## src/rtl/digger_pkg.sv

```systemverilog
// Shared types for the digger gold-bag logic: bag state encoding, coordinates, floor limit.
package digger_pkg;

  typedef logic [10:0] coord_t;

  localparam coord_t FLOOR_Y = 11'd416;

  localparam int unsigned TimerWidth = 16;

  // Collision stage treats 1 as lethal and 2 as edible.
  typedef enum logic [3:0] {
    GoldRest    = 4'd0,
    GoldFalling = 4'd1,
    GoldBroken  = 4'd2,
    GoldWobble  = 4'd3,
    GoldGone    = 4'd4
  } gold_state_t;

endpackage

```

## src/rtl/frame_timer.sv

```systemverilog
// Loadable per-frame down-counter; expire_o marks the tick that brings it to zero.
module frame_timer
  import digger_pkg::TimerWidth;
(
  input  logic                  clk,
  input  logic                  reset,
  input  logic                  tick_i,
  input  logic                  load_i,
  input  logic [TimerWidth-1:0] load_val_i,
  output logic                  expire_o
);

  logic [TimerWidth-1:0] count_q, count_d;

  always_comb begin
    count_d = count_q;
    if (load_i) begin
      count_d = load_val_i;
    end else if (tick_i && (count_q != '0)) begin
      count_d = count_q - TimerWidth'(1);
    end
  end

  always_ff @(posedge clk) begin
    if (reset) begin
      count_q <= '0;
    end else begin
      count_q <= count_d;
    end
  end

  assign expire_o = tick_i && (count_q <= TimerWidth'(1));

endmodule

```

## src/rtl/gold_bag_ctrl.sv

```systemverilog
// Gold bag behaviour: rest, wobble, fall, break, eaten. GOLD_BROKEN_TIMEOUT_EN adds a
// lifetime to broken bags; otherwise a broken bag waits to be eaten.
module gold_bag_ctrl
  import digger_pkg::coord_t;
  import digger_pkg::gold_state_t;
  import digger_pkg::TimerWidth;
  import digger_pkg::GoldRest;
  import digger_pkg::GoldFalling;
  import digger_pkg::GoldBroken;
  import digger_pkg::GoldWobble;
  import digger_pkg::GoldGone;
#(
  parameter coord_t      INIT_X        = 11'd256,
  parameter coord_t      INIT_Y        = 11'd96,
  parameter int unsigned FALL_SPEED    = 4,
  parameter int unsigned WOBBLE_FRAMES = 15,
  parameter int unsigned BREAK_DIST    = 32,
  parameter int unsigned BROKEN_FRAMES = 150,
  parameter coord_t      FLOOR_Y       = digger_pkg::FLOOR_Y
) (
  input  logic        clk,
  input  logic        reset,
  input  logic        startOfFrame,
  input  logic        support_below,
  input  logic        collision_gold,
  input  logic        player_eat_gold,
  output logic [3:0]  gold_state,
  output logic [10:0] topLeftX,
  output logic [10:0] topLeftY,
  output logic        gold_visible,
  output logic        gold_eaten
);

  gold_state_t state_q, state_d;
  coord_t      y_q, y_d;
  logic [7:0]  dist_q, dist_d;
  logic        eat_flag_q, eat_flag_d;
  logic        push_flag_q, push_flag_d;
  logic        eaten_q, eaten_d;

  logic                  timer_tick, timer_load, timer_expire;
  logic [TimerWidth-1:0] timer_load_val;

  logic [11:0] y_sum, dist_sum;
  coord_t      y_step, step_amt;
  logic [7:0]  dist_step;
  logic        eat_now, landing;

  frame_timer u_frame_timer (
    .clk        (clk),
    .reset      (reset),
    .tick_i     (timer_tick),
    .load_i     (timer_load),
    .load_val_i (timer_load_val),
    .expire_o   (timer_expire)
  );

  // Saturating fall step; the distance grows by the pixels actually moved.
  always_comb begin
    y_sum     = {1'b0, y_q} + 12'(FALL_SPEED);
    y_step    = (y_sum >= {1'b0, FLOOR_Y}) ? FLOOR_Y : y_sum[10:0];
    step_amt  = y_step - y_q;
    dist_sum  = {4'b0, dist_q} + {1'b0, step_amt};
    dist_step = (dist_sum > 12'd255) ? 8'hFF : dist_sum[7:0];
    landing   = support_below || (y_q == FLOOR_Y);
  end

  assign eat_now = eat_flag_q || player_eat_gold;

  always_comb begin
    eat_flag_d  = startOfFrame ? 1'b0 : (eat_flag_q || player_eat_gold);
    push_flag_d = startOfFrame ? 1'b0 : (push_flag_q || collision_gold);

    state_d        = state_q;
    y_d            = y_q;
    dist_d         = dist_q;
    eaten_d        = 1'b0;
    timer_tick     = 1'b0;
    timer_load     = 1'b0;
    timer_load_val = '0;

    if (startOfFrame) begin
      unique case (state_q)
        GoldRest: begin
          if (!support_below) begin
            state_d        = GoldWobble;
            timer_load     = 1'b1;
            timer_load_val = TimerWidth'(WOBBLE_FRAMES);
          end
        end
        GoldWobble: begin
          timer_tick = 1'b1;
          if (support_below) begin
            state_d = GoldRest;
          end else if (timer_expire) begin
            state_d = GoldFalling;
            dist_d  = '0;
          end
        end
        GoldFalling: begin
          if (landing) begin
            if (32'(dist_q) >= BREAK_DIST) begin
              state_d = GoldBroken;
`ifdef GOLD_BROKEN_TIMEOUT_EN
              timer_load     = 1'b1;
              timer_load_val = TimerWidth'(BROKEN_FRAMES);
`endif
            end else begin
              state_d = GoldRest;
            end
          end else begin
            y_d    = y_step;
            dist_d = dist_step;
          end
        end
        GoldBroken: begin
          // Eating takes priority over the lifetime running out on the same frame.
          if (eat_now) begin
            state_d = GoldGone;
            eaten_d = 1'b1;
          end
`ifdef GOLD_BROKEN_TIMEOUT_EN
          else begin
            timer_tick = 1'b1;
            if (timer_expire) begin
              state_d = GoldGone;
            end
          end
`endif
        end
        GoldGone: begin
          state_d = GoldGone;
        end
        default: begin
          state_d = GoldRest;
        end
      endcase
    end
  end

  always_ff @(posedge clk) begin
    if (reset) begin
      state_q     <= GoldRest;
      y_q         <= INIT_Y;
      dist_q      <= '0;
      eat_flag_q  <= 1'b0;
      push_flag_q <= 1'b0;
      eaten_q     <= 1'b0;
    end else begin
      state_q     <= state_d;
      y_q         <= y_d;
      dist_q      <= dist_d;
      eat_flag_q  <= eat_flag_d;
      push_flag_q <= push_flag_d;
      eaten_q     <= eaten_d;
    end
  end

  // Push flag is captured for the future push logic and not consumed yet.
  logic unused_push_flag;
  assign unused_push_flag = push_flag_q;

`ifndef GOLD_BROKEN_TIMEOUT_EN
  localparam int unsigned unused_broken_frames = BROKEN_FRAMES;
`endif

  assign gold_state   = state_q;
  assign topLeftX     = INIT_X;
  assign topLeftY     = y_q;
  assign gold_visible = (state_q != GoldGone);
  assign gold_eaten   = eaten_q;

endmodule

```

## config.mk

```make
export PLATFORM = sky130hd
export DESIGN_NAME = gold_bag_ctrl
export DESIGN_NICKNAME = d
export VERILOG_FILES = /design/src/rtl/digger_pkg.sv /design/src/rtl/frame_timer.sv /design/src/rtl/gold_bag_ctrl.sv
export SDC_FILE = /design/constraint.sdc
export NUM_CORES = 1
export LEC_CHECK = 0
export CORE_UTILIZATION = 35
export CTS_CLUSTER_DIAMETER = 200
export DETAILED_ROUTE_END_ITERATION = 16
export PLACE_DENSITY = 0.56
export RECOVER_POWER = 50
export SLEW_MARGIN = 40
export SYNTH_ARGS = -nofsm -noshare
export SYNTH_HDL_FRONTEND = slang
export SYNTH_SLANG_ARGS = --single-unit
export TNS_END_PERCENT = 100
```

## constraint.sdc

```tcl
create_clock -name clk -period 11.7 [get_ports clk]
set_clock_uncertainty 0.1 [all_clocks]
set_input_delay 1.755 -clock clk [delete_from_list [all_inputs] [get_ports clk]]
set_output_delay 1.755 -clock clk [all_outputs]
set_load 0.01 [all_outputs]
```

==> impl_results.md <==
- Rows: 33
- Post-synth EDFFs: 0
- Placer Congestion: 0.8266
- Clock latency on the worst-skew pair: roughly 0.31 ns
- Crit path buf inv count: 0
- CTS Sinks: 40
- Initial core utilization: between 30% and 40%
- Critical Path AT: 6.13 ns
- Max FO, Critical Path: 14
- Maximum vdd drop: 0.05808 mV
- Antenna diodes: 0
- Hpwl dp: 5123 µm
- M2 GR Usage: between 20% and 30%
- Area leader, netlist: dfxtp_1
- Pwr dens: just under 100 nW/µm²
- Combinational share of power: 15.3%
- CTS Hold Buffers Added: 0
- Die width: 94.07 µm
- Post-synthesis register bit count: 40
- CTS clk-pin slew, worst paths: ~0.090 ns
- Setup TNS: 0 ns
- Max Freq: around 170 MHz
- Synth Warn #: 0
- Vias per cell: about 5.4
- Cell Area, Synth: 2967 µm²
- HP Class: flip-flop to flip-flop
- Max Cap Violations: 0
- PortBufs: 20
- Clock network power share: a little under two fifths
- Fin crit share: between 50% and 60%
- Required @ worst endpoint: around 12 ns
- Post-CTS sizing: 0
- M3 GR Usage: 3.236%
- Critical path class: flip-flop to flip-flop
- Slowest stage delay, CP: 0.63 ns
- CTS buffer count: 5
- Drt first pass iters: 4
- Psw: 0.09072 mW
- First-pass GRT wire length: between 10000 and 15000 µm
- Die H: approximately 94 µm
- Slew HR: between 20 and 25%
- Grt total ovfl: 0
- RSZ-0062 raised after global routing: no
- Core Region: between 8000 and 9000 µm²
- Primary FF master, synth: dfxtp_1
- Yosys top cell area share: between 20% and 30%
- Area contributors post-synth: dfxtp_1 (27%), ha_1 (6.7%), xnor2_1 (6.2%), nor2_1 (5.8%), a21oi_1 (3.7%)
- CP dominant cell by count: ha_1
- Average size of a mapped cell: approximately 7.8 µm²
- Switching share of power: between 20 and 30%
- H-tree levels: 2
- Max Root-Sink Buffers: 2
- WL/cell: about 14 µm
- CP max stage cell: dfxtp_1
- Vias in the first global route: between 2000 and 2500
- Die ar.: approximately 8800 µm²
- P_int: roughly 0.22 mW
- Sequential fraction of design power: between 40% and 50%
- Post-CTS Setup Bufs: 0
- Sequential-to-total area share from yosys stat: 26.99%
- Antenna viol nets, final: 0
- Yosys cell types: 65
- Layout cells sized above 1: ~4.8%
- Status: finished clean
- Slew Viols, Final: 0
- Leak: 1.224 nW
- Post-Synthesis Cells: roughly 380
- PnR worst setup slack: 5.657 ns
- Post-synth ARST share: 0%
- Root Buffer: clkbuf_8
- DRT Wirelength: 7087 µm
- Crit path cell chain: ha_1 -> and4_1 -> a21boi_0 -> o22ai_1 -> nand2_1 -> nor2_1 -> ha_1 -> o21ai_0 -> a31oi_1 -> and2_1 -> mux2_2 -> a31oi_1 -> o21ai_0 -> xnor2_1 -> ha_1 -> or4b_1 -> o32ai_1 -> o311ai_1 -> a2111oi_4 -> o21ai_1
- Setup Slack @ Placement: 5.624 ns
- First DRT Iteration DRCs: 120
- GRT Resource Usage Total: between 10% and 20%
- Post-route insts no fill: 498
- I/O Pins: 34
- Minimum clock period: between 6 and 7 ns
- Pin count of the biggest net entering global routing: 24
- Drt drc: 0
- Worst setup SP type: flip-flop
- DR vias: ~2700
- GRT busiest layer: met2
- Final net count: between 400 and 500
- Worst slew pin tran: approximately 1.1 ns
- Antenna violations before repair: 0
- Post-Route Utilization: around two fifths
- Met1 usage: between 20 and 25%
- Final setup viols: 0
- Worst setup EP type: flip-flop
- CP top delay family: compound AO/OA/AOI/OAI gates
- Final hold vios: 0
- CTS tree: built
- Inst Count DP: 490
- Layout area overhead: 10.84%
layout make-up:
| cell class | instances | area, µm² |
|---|---|---|
| clock buffers | 5 | 68.82 |
| flip-flops and latches | 40 | 800.8 |
| multi-input cells | 307 | 1973 |
| repair buffers | 21 | 203.9 |
| inverters | 17 | 63.81 |
| clock inverters | 3 | 46.29 |
| well taps | 105 | 131.4 |
| fillers | 833 | 4928 |
state kept, by name (all words and copies together), names as in the netlist:
| register | flops |
|---|---|
| gold_eaten | 1 |
| topLeftY | 11 |
| dist_q | 8 |
| eat_flag_q | 1 |
| gold_state | 3 |
| u_frame_timer.count_q | 16 |
worst register-to-register path: stages, from the launching register on:
cell,delay [ns]
dfxtp_1,0.63
ha_1,0.44
and4_1,0.26
a21boi_0,0.09
o22ai_1,0.39
nand2_1,0.45
nor2_1,0.25
ha_1,0.30
o21ai_0,0.18
a31oi_1,0.09
and2_1,0.22
mux2_2,0.28
a31oi_1,0.14
o21ai_0,0.13
xnor2_1,0.16
ha_1,0.21
or4b_1,0.51
o32ai_1,0.25
o311ai_1,0.20
a2111oi_4,0.52
o21ai_1,0.12
per-layer routing:
metal,share of wire [%],wire [µm]
met5,0,0
met4,1.8,125
met3,2.6,187
met2,45,3179
met1,51,3594
stage by stage:
step | hold slack [ns] | total power [mW] | cell area, µm²
2_1_floorplan | 0.3485 | 0.1881 | 3008
3_3_place_gp | 0.3733 | 0.1980 | 3177
3_5_place_dp | 0.3773 | 0.1983 | 3177
4_1_cts | 0.4039 | 0.3191 | 3292
5_1_grt | 0.4130 | 0.3316 | 3288
6_report | 0.4010 | 0.3157 | 3288
logic make-up after synthesis:
logic type,Yosys count,share of synthesized area (%)
and+or+nand+nor,155,27.75
AOI/OAI and AO/OA,92,20.58
buffers and inverters,45,7.887
DFF,40,26.99
xor gates and xnor gates,25,7.381
adders and majority gates,17,7.423
muxes,5,1.729
other,2,0.2532
Yosys cell counts, types with 3 or more instances:
library cell	n
nor2_1	46
dfxtp_1	40
nand2_1	23
a21oi_1	22
xnor2_1	21
o21ai_0	18
nor3_1	17
ha_1	16
inv_1	16
buf_4	14
nand2b_1	9
o21ai_1	9
nand3_1	8
clkbuf_1	7
nor4_1	7
a22oi_1	6
and2_1	6
nand4_1	6
a31oi_1	5
nor2b_1	5
and4_1	4
buf_2	4
mux2i_1	4
nand3b_1	4
xor2_1	4
a211oi_1	3
a21o_1	3
a311oi_1	3
or3_1	3
path summary, 6_finish.rpt:
kind	end	depth (start not counted)	from	slack [ns]
worst max-delay path	dist_q[6]$_SDFFE_PP0P_	20	topLeftY[2]$_SDFFE_PP0P_	5.66
worst min-delay path	dist_q[4]$_SDFFE_PP0P_	2	dist_q[4]$_SDFFE_PP0P_	0.40
worst max register to register	dist_q[6]$_SDFFE_PP0P_	20	topLeftY[2]$_SDFFE_PP0P_	5.66
worst min register to register	dist_q[4]$_SDFFE_PP0P_	2	dist_q[4]$_SDFFE_PP0P_	0.40
power groups by stage:
stage | registers [mW] | clock network [mW] | logic, mW
after floorplan | 0.147 | 0 | 0.0407
after global placement | 0.149 | 0 | 0.0487
after detailed placement | 0.149 | 0 | 0.0489
after CTS | 0.146 | 0.124 | 0.0492
after global routing | 0.147 | 0.130 | 0.0548
final | 0.146 | 0.121 | 0.0482
placed cells by master, fill, tap and decap left out, types with 4 or more instances in the layout:
| cell type | Yosys | routed |
|---|---|---|
| nand2b_1 | 9 | 9 |
| nand2_1 | 23 | 23 |
| and2_1 | 6 | 5 |
| ha_1 | 16 | 16 |
| o21ai_1 | 9 | 9 |
| nor4_1 | 7 | 7 |
| conb_1 | 2 | 13 |
| a31oi_1 | 5 | 5 |
| mux2i_1 | 4 | 4 |
| xnor2_1 | 21 | 21 |
| a21oi_1 | 22 | 22 |
| nor2b_1 | 5 | 5 |
| nand4_1 | 6 | 6 |
| nand3_1 | 8 | 8 |
| inv_1 | 16 | 16 |
| dlygate4sd3_1 | 0 | 14 |
| and4_1 | 4 | 4 |
| a22oi_1 | 6 | 6 |
| clkbuf_8 | 0 | 5 |
| nor3_1 | 17 | 17 |
| nand3b_1 | 4 | 4 |
| xor2_1 | 4 | 4 |
| clkdlybuf4s50_1 | 0 | 6 |
| o21ai_0 | 18 | 18 |
| nor2_1 | 46 | 46 |
| dfxtp_1 | 40 | 40 |
Note: power is estimated with default switching activity, not from simulation.
